### config.mk
export PLATFORM = sky130hd
export DESIGN_NAME = forwarding_scoreboard
export DESIGN_NICKNAME = d
export VERILOG_FILES = /design/src/rtl/forwarding_scoreboard.sv
export SDC_FILE = /design/constraint.sdc
export NUM_CORES = 1
export LEC_CHECK = 0
export CELL_PAD_IN_SITES_DETAIL_PLACEMENT = 2
export CELL_PAD_IN_SITES_GLOBAL_PLACEMENT = 2
export CORE_ASPECT_RATIO = 0.8
export CORE_MARGIN = 5
export CORE_UTILIZATION = 35
export CTS_CLUSTER_SIZE = 25
export DETAILED_ROUTE_END_ITERATION = 8
export PLACE_DENSITY = 0.85
export SYNTH_ARGS = -nofsm -noshare
export SYNTH_HDL_FRONTEND = slang
export SYNTH_SLANG_ARGS = --single-unit
### constraint.sdc
create_clock -name clk -period 2.7 [get_ports clk]
set_clock_uncertainty 0.05 [all_clocks]
set_input_delay 0.405 -clock clk [delete_from_list [all_inputs] [get_ports clk]]
set_output_delay 0.405 -clock clk [all_outputs]
set_load 0.01 [all_outputs]
### src/rtl/forwarding_scoreboard.sv
// Forwarding select and load-use hazard detection from a shadow of in-flight writers (EX..WB).
// Optional FWD_PERF_EN adds saturating stall/forward performance counters.
module forwarding_scoreboard #(
  parameter int REG_ADDR_W      = 2,
  parameter int NUM_SRC         = 2,
  parameter int DEPTH           = 2,
  parameter int LOAD_READY_SLOT = 2,
  parameter int FORWARD_EN      = 1,
  parameter int SEL_W           = $clog2(DEPTH + 1)
) (
  input  logic                          clk,
  input  logic                          reset_n,
  input  logic                          id_valid,
  input  logic                          id_reg_write,
  input  logic                          id_is_load,
  input  logic [REG_ADDR_W-1:0]         id_dest,
  input  logic [NUM_SRC*REG_ADDR_W-1:0] id_src,
  input  logic [NUM_SRC-1:0]            id_src_used,
  input  logic                          flush,
  input  logic                          stall_ext,
  output logic                          stall,
  output logic [NUM_SRC*SEL_W-1:0]      fwd_sel
`ifdef FWD_PERF_EN
  ,
  output logic [15:0]                   perf_stall_cnt,
  output logic [15:0]                   perf_fwd_cnt
`endif
);

  localparam logic [SEL_W-1:0] SEL_RF = SEL_W'(DEPTH);

  // slot 0 = EX, slot 1 = MEM, slot DEPTH = WB
  logic [DEPTH:0]                valid_q, valid_d;
  logic [DEPTH:0]                regw_q, regw_d;
  logic [DEPTH:0]                load_q, load_d;
  logic [REG_ADDR_W-1:0]         dest_q [DEPTH+1];
  logic [REG_ADDR_W-1:0]         dest_d [DEPTH+1];
  logic [NUM_SRC*REG_ADDR_W-1:0] src_q, src_d;
  logic [NUM_SRC-1:0]            used_q, used_d;
  logic                          stall_c;
  logic [SEL_W-1:0]              sel_c [NUM_SRC];

  always_comb begin
    stall_c = 1'b0;
    for (int i = 0; i < NUM_SRC; i++) begin
      for (int s = 0; s < DEPTH; s++) begin
        if (id_src_used[i] && valid_q[s] && regw_q[s] &&
            dest_q[s] == id_src[i*REG_ADDR_W +: REG_ADDR_W]) begin
          if (FORWARD_EN == 0) stall_c = 1'b1;
          else if (load_q[s] && (s + 1) < LOAD_READY_SLOT) stall_c = 1'b1;
        end
      end
    end
    if (!id_valid || flush) stall_c = 1'b0;
  end

  // Walk from the far slot inward so the nearest matching writer decides.
  always_comb begin
    for (int i = 0; i < NUM_SRC; i++) begin
      sel_c[i] = SEL_RF;
      for (int k = DEPTH; k >= 1; k--) begin
        if (valid_q[k] && regw_q[k] && dest_q[k] == src_q[i*REG_ADDR_W +: REG_ADDR_W]) begin
          if (FORWARD_EN != 0 && (!load_q[k] || k >= LOAD_READY_SLOT)) sel_c[i] = SEL_W'(k - 1);
          else sel_c[i] = SEL_RF;
        end
      end
      if (!used_q[i] || !valid_q[0]) sel_c[i] = SEL_RF;
    end
  end

  always_comb begin
    fwd_sel = '0;
    for (int i = 0; i < NUM_SRC; i++) fwd_sel[i*SEL_W +: SEL_W] = sel_c[i];
  end

  assign stall = stall_c;

  always_comb begin
    valid_d = valid_q;
    regw_d  = regw_q;
    load_d  = load_q;
    dest_d  = dest_q;
    src_d   = src_q;
    used_d  = used_q;
    if (!stall_ext) begin
      for (int k = DEPTH; k >= 1; k--) begin
        valid_d[k] = valid_q[k-1];
        regw_d[k]  = regw_q[k-1];
        load_d[k]  = load_q[k-1];
        dest_d[k]  = dest_q[k-1];
      end
      valid_d[0] = id_valid & ~stall_c & ~flush;
      regw_d[0]  = id_reg_write;
      load_d[0]  = id_is_load;
      dest_d[0]  = id_dest;
      src_d      = id_src;
      used_d     = id_src_used;
    end
  end

  always_ff @(posedge clk or negedge reset_n) begin
    if (!reset_n) begin
      valid_q <= '0;
      regw_q  <= '0;
      load_q  <= '0;
      for (int k = 0; k <= DEPTH; k++) dest_q[k] <= '0;
      src_q   <= '0;
      used_q  <= '0;
    end else begin
      valid_q <= valid_d;
      regw_q  <= regw_d;
      load_q  <= load_d;
      dest_q  <= dest_d;
      src_q   <= src_d;
      used_q  <= used_d;
    end
  end

`ifdef FWD_PERF_EN
  logic [15:0] perf_stall_q, perf_stall_d;
  logic [15:0] perf_fwd_q, perf_fwd_d;
  logic [16:0] fwd_sum;

  always_comb begin
    perf_stall_d = perf_stall_q;
    fwd_sum      = {1'b0, perf_fwd_q};
    if (!stall_ext) begin
      if (stall_c && perf_stall_q != 16'hFFFF) perf_stall_d = perf_stall_q + 16'd1;
      if (valid_q[0]) begin
        for (int i = 0; i < NUM_SRC; i++) begin
          if (sel_c[i] != SEL_RF) fwd_sum = fwd_sum + 17'd1;
        end
      end
    end
    perf_fwd_d = (fwd_sum > 17'h0FFFF) ? 16'hFFFF : fwd_sum[15:0];
  end

  always_ff @(posedge clk or negedge reset_n) begin
    if (!reset_n) begin
      perf_stall_q <= '0;
      perf_fwd_q   <= '0;
    end else begin
      perf_stall_q <= perf_stall_d;
      perf_fwd_q   <= perf_fwd_d;
    end
  end

  assign perf_stall_cnt = perf_stall_q;
  assign perf_fwd_cnt   = perf_fwd_q;
`endif

endmodule
==> results of run 1 <==
state kept, by name, summed over array words and instances (netlist names):
name and cells:
load_q 2, src_q 4, used_q 2, valid_q 3
dest_q 6, regw_q 3
power by group:
group	switching [mW]	internal, mW	leakage, nW
Clock	0.0907	0.0522	0.0138
Sequential	0.0417	0.337	0.238
Combinational	0.0471	0.0795	0.239
Total	0.179	0.469	0.491
through the flow:
step	util, %	worst slack (ns)	area, µm²	power (mW)	hold slack, ns
CTS	45.3	0.177	1220	0.659	0.380
global placement	44.5	0.228	1200	0.500	0.434
finish	45.3	0.207	1220	0.648	0.377
detailed placement	44.5	0.195	1200	0.512	0.462
global route	45.3	0.0987	1220	0.688	0.413
floorplan	-	1.15	960	0.452	0.0594
metal layers:
metal | routed length, µm | part of all wire, % | track usage (%) | vias up
met5 | 0 | 0 | 0 | -
met3 | 94 | 4.1 | 2.80 | 5
met1 | 979 | 43 | 17.8 | 317
li1 | - | - | - | 302
met2 | 1180 | 51 | 21.1 | 12
met4 | 39 | 1.7 | 5.67 | 0
cell usage after synthesis:
master   instances  share of area, %
mux2_2          19                22
xor2_1           4               3.7
buf_2            2               1.0
nor3b_2          1               1.3
a22o_1           1              0.91
and3_1           1              0.65
xnor2_1          8               7.3
a31oi_1          3               2.0
and3_2           1              0.78
dfrtp_1         20                52
and4b_2          1               1.2
and2_4           1              0.91
nor3b_1          1              0.78
o21ai_0          1              0.52
nand4_1          3               2.0
nand3_1          1              0.52
nor2_1           2              0.78
and2_1           2               1.3
worst max path at each step:
stage                   start          to
floorplan            src_q[3]  fwd_sel[3]
global placement    id_src[1]       stall
detailed placement  id_src[3]       stall
CTS                 id_src[0]       stall
global route         src_q[2]  fwd_sel[3]
finish              id_src[3]       stall
layout make-up:
class / count / area, µm² / area share [%]
multi-input cells: 50 / 449 / 36.7
flip-flops and latches: 20 / 500 / 40.9
repair buffers: 21 / 205 / 16.8
clock buffers: 3 / 22.5 / 1.84
well taps: 38 / 47.5 / 3.88
kinds of logic after synthesis:
family                 share of synthesized area (%)
flip-flops                                      52.2
XOR/XNOR                                        11.0
AND/OR/NAND/NOR                                 10.2
buffers and inverters                           1.04
AO/OA/AOI/OAI                                   3.39
multiplexers                                    22.3
==> out/qor.json, run 1 <==
{
  "remaining_drc_errors": {"value": 0},
  "slew_viol_final": {"value": 0},
  "drt-wirelength-per-cell": {"value": 17.4, "unit": "µm"},
  "cell_at_the_root_of_the_clock_tree": {"value": "clkbuf_4"},
  "power.density_cell_area": {"value": 529, "unit": "nW/µm²"},
  "path_cells": {"value": "clkdlybuf4s50_1 > xnor2_1 > nand4_1 > and2_4 > nor3b_2 > clkdlybuf4s50_1"},
  "synth.yosys.warnings": {"value": 0},
  "pin_count": {"value": 20},
  "timing_hold_violations_final": {"value": 0},
  "pre_repair_dr_iteration_count": {"value": 3},
  "fin_nets": {"value": 111},
  "period_minus_slack": {"value": 2.49, "unit": "ns"},
  "fp.dieArea": {"value": 3900, "unit": "µm²"},
  "mostFrequentLayoutCells": {"value": "dfrtp_1 (20), mux2_2 (19), clkdlybuf4s50_1 (19), xnor2_1 (8), xor2_1 (4)"},
  "buffer_ports.inserted": {"value": 19},
  "die-height": {"value": 56.8, "unit": "µm"},
  "crit_path_max_incr_delay": {"value": 0.56, "unit": "ns"},
  "cts-root-to-sink-buffers": {"value": 2},
  "fin_tns_setup": {"value": 0, "unit": "ns"},
  "initial_drc_count": {"value": 8},
  "netlist_area": {"value": 960, "unit": "µm²"},
  "core_region_area": {"value": 2700, "unit": "µm²"},
  "clk_pin_slew_worst_paths": {"value": 0.11, "unit": "ns"},
  "r2r_setup_slack": {"value": 1.37, "unit": "ns"},
  "post-dp-hpwl": {"value": 1710, "unit": "µm"},
  "antenna_found_initial": {"value": 0},
  "peakVddDrop": {"value": 0.000246, "unit": "V"},
  "seq_cells_post_synth": {"value": 20},
  "grt_first_pass_wirelength": {"value": 3880, "unit": "µm"},
  "die_w": {"value": 68.5, "unit": "µm"},
  "critPathBufInv": {"value": 2},
  "wl": {"value": 2290, "unit": "µm"},
  "ant_nets": {"value": 0},
  "timing.critical_path.required": {"value": 2.25, "unit": "ns"},
  "critical_path_depth": {"value": 6},
  "post_route_cells_drive_above_1_share": {"value": 29.8, "unit": "%"},
  "timing.critical_path.mode_cell": {"value": "clkdlybuf4s50_1"},
  "timing.critical_path.slowest_stage_cell": {"value": "clkdlybuf4s50_1"},
  "post_cts_hold_buffer_count": {"value": 0},
  "maxClockFrequency": {"value": 401, "unit": "MHz"},
  "cts_setup_buffers": {"value": 0},
  "rsz0062_at_grt": {"value": "no"},
  "setup.worst_path.start_class": {"value": "primary input"},
  "rows": {"value": 17},
  "cp_max_fo": {"value": 2},
  "area.growth.synth_to_final": {"value": 27.6, "unit": "%"},
  "first_global_vias": {"value": 759},
  "clock_network_latency_to_the_later_pin_of_the_worst_skew_pair": {"value": 0.30, "unit": "ns"},
  "post-route-period-util": {"value": 92.3, "unit": "%"},
  "grt_start_max_net_pins": {"value": 22},
  "avg_cell_area_syn": {"value": 13.3, "unit": "µm²"},
  "r2r_start": {"value": "dest_q[5]"},
  "critPathKind": {"value": "primary input to output pin"},
  "track_usage": {"value": 13.5, "unit": "%"},
  "finalSetupViolations": {"value": 0},
  "reg2reg_to": {"value": "valid_q[0]"},
  "viasPerCell": {"value": 4.82},
  "cts_sinks": {"value": 20},
  "max_cap_violations": {"value": 0},
  "h-tree-depth": {"value": 1},
  "most_common_cell_after_layout_fill_and_taps_aside": {"value": "dfrtp_1"},
  "p_leak": {"value": 0.491, "unit": "nW"},
  "worstHoldPathType": {"value": "primary input to async pin"},
  "reg2reg_depth": {"value": 4},
  "gp_congestion": {"value": 0.695},
  "routed-via-count": {"value": 636},
  "timing.critical_path.max_delay_family": {"value": "buffers and inverters"},
  "postSynthNetCount": {"value": 87},
  "n_antenna_cell": {"value": 0},
  "dpl.cell_count": {"value": 129},
  "initial_core_util": {"value": 35.5, "unit": "%"},
  "cells_resized_by_post_cts_repair": {"value": 0},
  "worst_ep_arrival_time": {"value": 2.04, "unit": "ns"},
  "final-instance-count-excl-fill": {"value": 132},
  "timing.max_slew.rel_slack": {"value": 82.4, "unit": "%"},
  "post_synth_inst_count": {"value": 72},
  "status": {"value": "finished clean"},
  "endpoint_kind": {"value": "output pin"},
  "tritoncts_clock_tree": {"value": "yes"},
  "timing_worst_slew_pin_value": {"value": 0.264, "unit": "ns"},
  "num-fill-cells": {"value": 283},
  "cts_made_buffers": {"value": 3},
  "grt.overflow.total": {"value": 0},
  "synthDistinctLibCells": {"value": 18},
  "post_synthesis_sequential_area_ratio": {"value": 52.2, "unit": "%"}
}
(Power assumes the default switching activity.)
==> run 2, diff against run 1 <==
- CAP_MARGIN: unset -> 40
==> results of run 2 <==
The final DEF is identical to that of run 1; final timing and power are the same.
==> run 3, diff against run 2 <==
- CORE_ASPECT_RATIO: 0.8 -> 1.4
==> run 3 against run 2 <==
Flip-flop and latch count is the same; via count fell by 0.79%; hold slack got worse by 0.083 ns; non-clock buffer count unchanged; clock power down 8%; worst setup slack worse by 0.035 ns; total power down 2.1%; register-to-register slack better by 0.06 ns; combinational power about the same.
==> out/qor.json, run 3 (synthesized netlist as in run 1, its figures left out) <==
{
  "initial_drc_count": {"value": 6, "change": "-2"},
  "area.growth.synth_to_final": {"value": 28.2, "unit": "%"},
  "cts_made_buffers": {"value": 3, "change": "unchanged"},
  "status": {"value": "finished clean"},
  "die_w": {"value": 54.3, "unit": "µm", "change": "-21%"},
  "timing_worst_slew_pin_value": {"value": 0.272, "unit": "ns", "change": "+0.00793 ns"},
  "timing.critical_path.required": {"value": 2.25, "unit": "ns", "change": "about the same"},
  "fin_nets": {"value": 111, "change": "unchanged"},
  "routed-via-count": {"value": 631, "change": "-0.79%"},
  "rsz0062_at_grt": {"value": "no"},
  "post_cts_hold_buffer_count": {"value": 0, "change": "unchanged"},
  "peakVddDrop": {"value": 0.000255, "unit": "V", "change": "+3.9%"},
  "final-instance-count-excl-fill": {"value": 130, "change": "-1.5%"},
  "grt_first_pass_wirelength": {"value": 3450, "unit": "µm", "change": "-11%"},
  "post-dp-hpwl": {"value": 1640, "unit": "µm", "change": "-4.6%"},
  "antenna_found_initial": {"value": 0, "change": "unchanged"},
  "track_usage": {"value": 12.1, "unit": "%", "change": "-1.4 points"},
  "cts_sinks": {"value": 20, "change": "unchanged"},
  "ant_nets": {"value": 0, "change": "unchanged"},
  "clock_network_latency_to_the_later_pin_of_the_worst_skew_pair": {"value": 0.29, "unit": "ns", "change": "about the same"},
  "num-fill-cells": {"value": 286, "change": "+1.1%"},
  "ff_latch_area": {"value": 500, "unit": "µm²", "change": "unchanged"},
  "multi_input_area": {"value": 449, "unit": "µm²", "change": "unchanged"},
  "finalSetupViolations": {"value": 0, "change": "unchanged"},
  "report.power.total": {"value": 0.635, "unit": "mW", "change": "-2.1%"},
  "cts-root-to-sink-buffers": {"value": 2, "change": "unchanged"},
  "slew_viol_final": {"value": 0, "change": "unchanged"},
  "period_minus_slack": {"value": 2.53, "unit": "ns", "change": "+0.0354 ns"},
  "rows": {"value": 22, "change": "+5"},
  "setup.worst_path.start_class": {"value": "primary input"},
  "final.setup.worst_slack": {"value": 0.171, "unit": "ns", "change": "-0.0354 ns"},
  "tritoncts_clock_tree": {"value": "yes"},
  "wl": {"value": 2020, "unit": "µm", "change": "-12%"},
  "largest_register_ffs": {"value": 6, "change": "unchanged"},
  "buffer_ports.inserted": {"value": 19, "change": "unchanged"},
  "post-route-period-util": {"value": 93.6, "unit": "%", "change": "+1.3 points"},
  "cp_max_fo": {"value": 2, "change": "unchanged"},
  "dpl.cell_count": {"value": 127, "change": "-1.6%"},
  "first_global_vias": {"value": 740, "change": "-2.5%"},
  "grt_start_max_net_pins": {"value": 22, "change": "unchanged"},
  "clk_pin_slew_worst_paths": {"value": 0.10, "unit": "ns", "change": "about the same"},
  "timing_hold_violations_final": {"value": 0, "change": "unchanged"},
  "pre_cts_slack": {"value": 0.160, "unit": "ns", "change": "-0.0357 ns"},
  "fin_tns_setup": {"value": 0, "unit": "ns", "change": "unchanged"},
  "top_regs": {"value": "dest_q (6), src_q (4)"},
  "viasPerCell": {"value": 4.85, "change": "+0.74%"},
  "initial_core_util": {"value": 36.3, "unit": "%", "change": "+0.79 points"},
  "finalCoreUtilization": {"value": 46.5, "unit": "%", "change": "+1.2 points"},
  "core_region_area": {"value": 2640, "unit": "µm²", "change": "-2.2%"},
  "p_leak": {"value": 0.493, "unit": "nW", "change": "+0.53%"},
  "n_antenna_cell": {"value": 0, "change": "unchanged"},
  "timing.max_slew.rel_slack": {"value": 81.8, "unit": "%", "change": "-0.59 points"},
  "fp.dieArea": {"value": 3900, "unit": "µm²", "change": "+0.21%"},
  "regMostFlops": {"value": "dest_q"},
  "endpoint_kind": {"value": "output pin"},
  "most_common_cell_after_layout_fill_and_taps_aside": {"value": "dfrtp_1"},
  "grt.overflow.total": {"value": 0, "change": "unchanged"},
  "mostFrequentLayoutCells": {"value": "dfrtp_1 (20), mux2_2 (19), clkdlybuf4s50_1 (19), xnor2_1 (8), xor2_1 (4)"},
  "cts_setup_buffers": {"value": 0, "change": "unchanged"},
  "cells_resized_by_post_cts_repair": {"value": 0, "change": "unchanged"},
  "h-tree-depth": {"value": 1, "change": "unchanged"},
  "gp_congestion": {"value": 0.693, "change": "-0.29%"},
  "worst_ep_arrival_time": {"value": 2.07, "unit": "ns", "change": "+0.03 ns"},
  "reg2reg_depth": {"value": 4, "change": "unchanged"},
  "cell_at_the_root_of_the_clock_tree": {"value": "clkbuf_4"},
  "pre_repair_dr_iteration_count": {"value": 4, "change": "+1"},
  "maxClockFrequency": {"value": 395, "unit": "MHz", "change": "-1.4%"},
  "pin_count": {"value": 20, "change": "unchanged"},
  "post_route_cells_drive_above_1_share": {"value": 29.8, "unit": "%", "change": "unchanged"},
  "remaining_drc_errors": {"value": 0, "change": "unchanged"},
  "power.density_cell_area": {"value": 516, "unit": "nW/µm²", "change": "-2.5%"},
  "drt-wirelength-per-cell": {"value": 15.5, "unit": "µm", "change": "-11%"},
  "worstHoldPathType": {"value": "primary input to async pin"},
  "die-height": {"value": 72.0, "unit": "µm", "change": "+27%"},
  "max_cap_violations": {"value": 0, "change": "unchanged"},
  "critPathKind": {"value": "primary input to output pin"}
}
-- run 3: path summary, 6_finish.rpt --
path	end	slack, ns	from
hold / removal	dest_q[1]	0.29	reset_n
setup / recovery	stall	0.17	id_src[0]
min in group clk	regw_q[2]	0.47	regw_q[2]
max in group asynchronous	valid_q[1]	1.91	reset_n
hold reg to reg	regw_q[2]	0.47	regw_q[2]
setup reg to reg	valid_q[0]	1.43	dest_q[5]
-- run 3: through the flow --
stage | cell area [µm²] | hold slack [ns]
2_1_floorplan | 960 | 0.0594
3_3_place_gp | 1190 | 0.432
3_5_place_dp | 1210 | 0.445
4_1_cts | 1230 | 0.289
5_1_grt | 1230 | 0.296
6_report | 1230 | 0.294
-- run 3: worst max-delay path: stages --
cell             delay, ns
clkdlybuf4s50_1       0.44
xnor2_1               0.22
nand4_1               0.13
and2_4                0.17
nor3b_2               0.15
clkdlybuf4s50_1       0.56
-- run 3: where the power goes --
| group | internal (mW) | switching (mW) | total (mW) |
|---|---|---|---|
| logic | 0.0804 | 0.0466 | 0.127 |
| clock network | 0.0518 | 0.0803 | 0.132 |
| registers | 0.337 | 0.0384 | 0.376 |
-- run 3: per-layer routing --
layer	GRT usage [%]	up-vias	wire length (µm)
met3	2.46	2	46
met5	0	-	0
met4	4.16	0	17
met2	20.0	12	1070
li1	-	305	-
met1	15.4	312	889
-- run 3: layout make-up --
class	instances	area share [%]
flip-flops and latches	20	40.7
well taps	36	3.66
multi-input cells	50	36.5
clock buffers	3	1.83
repair buffers	21	17.3
